===== src/rtl/fft_bitrev_reorder.sv =====
// Reorders the bit-reversed FFT output stream into natural order.
// A two-bank ping-pong RAM is written linearly and read at bit-reversed addresses.
module fft_bitrev_reorder #(
   parameter  int N      = 64,
   parameter  int WIDTH  = 8,
   parameter  int BITREV = 1,
   localparam int LOGN   = $clog2(N)
) (
   input  logic             clk,
   input  logic             rst_n,
   input  logic             enable_in,
   input  logic [WIDTH-1:0] in_re,
   input  logic [WIDTH-1:0] in_im,
   output logic             enable_out,
   output logic [WIDTH-1:0] out_re,
   output logic [WIDTH-1:0] out_im,
   output logic [LOGN-1:0]  out_index,
   output logic             frame_start
);

   typedef enum logic {S_IDLE, S_READ} state_t;

   logic [2*WIDTH-1:0] r_mem [0:2*N-1];
   logic [2*WIDTH-1:0] r_q_data;
   logic [LOGN-1:0]    r_wr_cnt;
   logic [LOGN-1:0]    r_rd_cnt;
   logic [LOGN-1:0]    r_q_idx;
   logic [LOGN-1:0]    w_rd_cnt_nxt;
   logic [LOGN-1:0]    w_rd_addr;
   logic               r_wr_bank;
   logic               r_rd_bank;
   logic               w_rd_bank_nxt;
   logic               r_q_valid;
   logic               w_frame_done;
   logic               w_rd_en;
   state_t             r_state;
   state_t             w_state_nxt;

   assign w_frame_done = enable_in && (r_wr_cnt == LOGN'(N - 1));
   assign w_rd_en      = (r_state == S_READ);

   generate
      if (BITREV != 0) begin : g_bitrev
         for (genvar gi = 0; gi < LOGN; gi++) begin : g_bit
            assign w_rd_addr[gi] = r_rd_cnt[LOGN-1-gi];
         end
      end else begin : g_linear
         assign w_rd_addr = r_rd_cnt;
      end
   endgenerate

   // NOTE: sequential state uses non-blocking assignments so every register
   // samples the pre-edge value of every other register.
   always_ff @(posedge clk or negedge rst_n) begin
      if (!rst_n) begin
         r_wr_cnt  <= '0;
         r_wr_bank <= 1'b0;
      end else if (enable_in) begin
         r_wr_cnt <= r_wr_cnt + 1'b1;
         if (w_frame_done) r_wr_bank <= ~r_wr_bank;
      end
   end

   // NOTE: the RAM and its read register are deliberately not reset; a reset
   // clears the valid pipeline instead, so stale contents can never reach the outputs.
   always_ff @(posedge clk) begin
      if (enable_in) r_mem[{r_wr_bank, r_wr_cnt}] <= {in_re, in_im};
      if (w_rd_en)   r_q_data <= r_mem[{r_rd_bank, w_rd_addr}];
   end

   // NOTE: defaults first so every path assigns every signal and no latch is inferred.
   always_comb begin
      w_state_nxt   = r_state;
      w_rd_cnt_nxt  = r_rd_cnt;
      w_rd_bank_nxt = r_rd_bank;
      if (w_frame_done) begin
         // Covers both launch from idle and the seamless hand-over to the other bank.
         w_state_nxt   = S_READ;
         w_rd_cnt_nxt  = '0;
         w_rd_bank_nxt = r_wr_bank;
      end else if (r_state == S_READ) begin
         w_rd_cnt_nxt = r_rd_cnt + 1'b1;
         if (r_rd_cnt == LOGN'(N - 1)) w_state_nxt = S_IDLE;
      end
   end

   always_ff @(posedge clk or negedge rst_n) begin
      if (!rst_n) begin
         r_state   <= S_IDLE;
         r_rd_cnt  <= '0;
         r_rd_bank <= 1'b0;
      end else begin
         r_state   <= w_state_nxt;
         r_rd_cnt  <= w_rd_cnt_nxt;
         r_rd_bank <= w_rd_bank_nxt;
      end
   end

   always_ff @(posedge clk or negedge rst_n) begin
      if (!rst_n) begin
         r_q_valid <= 1'b0;
         r_q_idx   <= '0;
      end else begin
         r_q_valid <= w_rd_en;
         r_q_idx   <= r_rd_cnt;
      end
   end

   always_ff @(posedge clk or negedge rst_n) begin
      if (!rst_n) begin
         enable_out  <= 1'b0;
         frame_start <= 1'b0;
         out_re      <= '0;
         out_im      <= '0;
         out_index   <= '0;
      end else begin
         enable_out  <= r_q_valid;
         frame_start <= r_q_valid && (r_q_idx == '0);
         if (r_q_valid) begin
            out_re    <= r_q_data[2*WIDTH-1:WIDTH];
            out_im    <= r_q_data[WIDTH-1:0];
            out_index <= r_q_idx;
         end
      end
   end

endmodule


===== config.mk =====
export PLATFORM = sky130hd
export DESIGN_NAME = fft_bitrev_reorder
export DESIGN_NICKNAME = d
export VERILOG_FILES = /design/src/rtl/fft_bitrev_reorder.sv
export SDC_FILE = /design/constraint.sdc
export NUM_CORES = 2
export LEC_CHECK = 0
export BUFFER_PORTS_ARGS = -buffer_cell sky130_fd_sc_hd__buf_2
export CAP_MARGIN = 25
export CORE_MARGIN = 2
export CORE_UTILIZATION = 55
export CTS_BUF_LIST = sky130_fd_sc_hd__clkbuf_4
export DETAILED_ROUTE_END_ITERATION = 7
export PLACE_DENSITY_LB_ADDON = 0.25
export SLEW_MARGIN = 5
export SYNTH_ARGS = -nofsm -noshare
export SYNTH_HDL_FRONTEND = slang
export SYNTH_SLANG_ARGS = --single-unit

===== constraint.sdc =====
create_clock -name clk -period 8.3 [get_ports clk]
set_clock_uncertainty 0.2 [all_clocks]
set_input_delay 0.83 -clock clk [delete_from_list [all_inputs] [get_ports clk]]
set_output_delay 0.83 -clock clk [all_outputs]
set_load 0.05 [all_outputs]

# After elaboration in Yosys (flattened, before gate mapping)
# Memories as Yosys holds them, arrays and structs flattened. A register that Yosys moved wholly into a read port is not among the register bits.
# Index checks and enable logic that the tools add are counted.
[word_totals]
register_bits = 46
latch_bits = 0
ramBits = 2048
romBits = 0
out_inout_bits = 24
wordCells = 30
n_memories = 1
[op_classes]
add_sub_neg = 2
multipliers = 0
div = 0
n_lt_le_gt_ge = 0
eq_ne = 2
n_shift = 0
mux = 7
bitwise = 1
n_reduce_logical = 5
[mem_list]
columns = ["name", "words", "word_bits", "rd", "rd_clocked_by_memory_dff", "wr", "line_no", "source"]
rows = [
  ["r_mem", 128, 16, 1, 1, 1, "23", "logic [2*WIDTH-1:0] r_mem [0:2*N-1];"],
]
[ops]
columns = ["operator", "n"]
rows = [
  ["adder 6 x 1 -> 6 bit, second input constant", 2],
  ["== test 6 bit, second input constant", 2],
  ["2-to-1 mux 6 bit", 2],
  ["zero test 6 bit", 1],
  ["2-to-1 mux 1 bit", 5],
  ["logical AND 1 bit", 2],
  ["AND reduction 2 bit", 1],
  ["nonzero test 2 bit", 1],
  ["inverter 1 bit", 1],
]

# Depth between registers and ports, before layout
[depth]
word_depth = 4
depth_mapped = 12
depth_no_buf = 6

# Worst setup path after synthesis
# Ideal clock, no wire load.
[synth_timing]
kind = "input port to flip-flop"
startpoint = "in enable_in"
endpoint = "mem r_mem[81][0] (netlist bit), enable pin"
setup_time_ns = 0.409
arrival_time_ns = 2.638
t_required_ns = 7.691
path_slack_ns = 5.053
cell_stages = 3
n_path_buf = 1
path_cell_list = "buf_1 nand4_1 nor3_1"
[synth_via]
elab_chain_cells = 2
[synth_lines]
columns = ["item", "line_no", "source"]
rows = [
  ["start: declaration", "11", "input logic enable_in,"],
  ["2-to-1 mux 1 bit", "67", "if (enable_in) r_mem[{r_wr_bank, r_wr_cnt}] <= {in_re, in_im};"],
  ["2-to-1 mux 1 bit (implied by the code)", "67", ""],
  ["end: declaration", "23", ""],
]
# No other way between the ends.

==> impl_metrics.json <==
{
  "outcome": "finished, violations left",
  "violations": "capacitance limit, slew limit",
  "viasPerCell": 6.50,
  "wirelength_mm": 221,
  "synth.top_cells.by_count": "edfxtp_1 (2064), mux4_2 (386), mux2i_1 (312)",
  "first_pass_iters": 5,
  "syn_inst": 3833,
  "dieArea_um2": 152000,
  "fin_crit_ps": 4960,
  "drive_gt1_share_pct": 32.6,
  "critPathMaxFanout": 49,
  "post_cts_buffers": 0,
  "wire_per_inst_um": 32.9,
  "worstPathArrival_ps": 5830,
  "io_pins": 43,
  "powerDensity_nw_per_um2": 248,
  "synth_warnings": 0,
  "grt_pass1_wl_mm": 311,
  "place_area_um2": 84600,
  "yosys_most_used_dff": "edfxtp_1",
  "ant_nets": 0,
  "p_leak_nw": 28.6,
  "dr.first_iter.drc_count": 6437,
  "fmax_mhz": 201,
  "maxCapViolations": 1,
  "root_buffer": "clkbuf_4",
  "hp-class": "reg -> reg",
  "rows": 141,
  "async_flop_share_pct": 2.18,
  "coreArea_um2": 148000,
  "port_buffers": 42,
  "cts_tree": "yes",
  "path_class": "reg -> reg",
  "clk-insertion-delay-late_ps": 1320,
  "endpoint_kind": "register",
  "r2r_slack_ps": 3340,
  "synth_nets": 3854,
  "finalMaxSlewViolations": 14,
  "grt_usage_pct": 29.3,
  "fp.dieH_um": 390,
  "tns_ps": 0,
  "setup_violations": 0,
  "post-dp-hpwl_mm": 128,
  "worstMarginPinSlew_ps": 1600,
  "antenna_found_initial": 15,
  "cts_buffer_depth": 4,
  "peakVddDrop_uv": 173,
  "synth.most_common_cell": "edfxtp_1",
  "worstPathRequired_ps": 9160,
  "synth_top_area_share_pct": 75.8,
  "final_cell_area_um2": 91600,
  "slew-limit-headroom_pct": -7.35,
  "syn_area_per_cell_um2": 21.3,
  "grt_max_degree": 126,
  "htree_levels": 6,
  "vias": 43700,
  "synth_edf_count": 2064,
  "synth_area_leaders": "edfxtp_1 (76%), mux4_2 (11%), mux2i_1 (3.8%)",
  "yosys.area.top_type": "edfxtp_1",
  "die_w_um": 390,
  "period_share_pct": 59.8,
  "syn2layout_area_growth_pct": 12.0,
  "rsz0062_at_grt": "false",
  "clk_pin_slew_ps": 70,
  "grt_overflow": 0,
  "synthDistinctLibCells": 63,
  "initial_core_util_pct": 55.4,
  "synth_area_um2": 81800,
  "drcViolationCount": 0,
  "yosysSeqAreaShare_pct": 77.2,
  "final_nets": 4454,
  "hold_viol": 0,
  "cts_sinks": 2110,
  "gp_congestion": 0.934,
  "first_global_vias": 42800,
  "startpoint_type": "register",
  "numCtsBuffers": 549,
  "synth-seq-cells": 2110
}
report_power, final:
part	total, W	switching, W	internal (W)	leakage [nW]
Clock	0.00875	0.00405	0.00469	3.98
Combinational	0.00181	0.00137	0.000435	5.52
Sequential	0.0122	0.000190	0.0120	19.1
state kept, by name, indices dropped and copies added, names as in the netlist:
name,flops
r_q_data,16
out_index,6
out_im,8
r_rd_cnt,6
r_q_idx,6
enable_out,1
r_q_valid,1
out_re,8
r_mem,2048
r_wr_cnt,6
r_rd_bank,1
r_state,1
frame_start,1
r_wr_bank,1
cell usage in the layout (no fill, tap or decap), types with 43 or more instances in the layout:
master / count
nand2_1: 72
mux2_2: 65
a211oi_1: 43
clkinv_1: 75
o221ai_1: 45
clkbuf_4: 780
mux4_2: 386
o21ai_0: 53
o22ai_1: 61
mux2i_1: 312
edfxtp_1: 2064
buf_4: 204
nor2_1: 141
a21oi_1: 66
per-layer routing:
metal / GRT usage (%) / share of wire, %
met2: 42.3 / 45
met5: 1.24 / 0.010
met1: 41.7 / 38
met3: 9.12 / 13
met4: 12.1 / 3.7
critical path: stages (launching register included):
cell,delay (ps)
dfrtp_4,780
buf_4,770
buf_4,570
mux4_2,460
a2111oi_0,1030
a221oi_1,410
mux2_2,390
cell families (layout without fill, tap and decap cells):
group	after synthesis	count (layout)	synth area share, %
AOI/OAI and AO/OA	386	386	3.25
xor gates and xnor gates	10	10	0.107
and+or+nand+nor	327	327	1.77
DFF	2110	2110	77.2
buffers and inverters	225	1169	2.02
other	0	18	0
adders and majority gates	2	2	0.0306
muxes	773	773	15.6
repair_timing:
action,4_1_cts,5_1_grt
gates resized for setup,0,0
hold buffers,19,0
hold endpoints to repair,908,0
per-stage QoR:
stage	util [%]	setup slack [ps]	total power (W)	hold WS (ps)	std cells
global placement	57.2	2890	0.0141	286	5779
finish	62.0	3340	0.0227	304	6725
detailed placement	57.3	3620	0.0142	294	5789
CTS	61.9	3600	0.0228	172	6703
floorplan	-	5050	0.0132	173	3833
global route	62.0	3470	0.0235	251	6723
cell type report:
cell class	instances	area, um^2
sequential	2110	63100
clock inverter	116	825
multi-input combinational	1498	17100
inverter	4	17.5
tap	1930	2410
clock buffer	779	5850
fill	10300	56100
antenna	18	45.0
timing repair buffer	270	2190
path summary, 6_finish.rpt:
path | end | from | cells after the start
min | out_index[0] | out_index[0] | 1
min in group asynchronous | out_index[4] | rst_n | 4
min reg2reg | out_index[0] | out_index[0] | 1
max in group asynchronous | r_rd_cnt[1] | rst_n | 4
max | r_q_data[9] | r_rd_cnt[4] | 6
max reg2reg | r_q_data[9] | r_rd_cnt[4] | 6
Power figures use the tool's default switching activity.
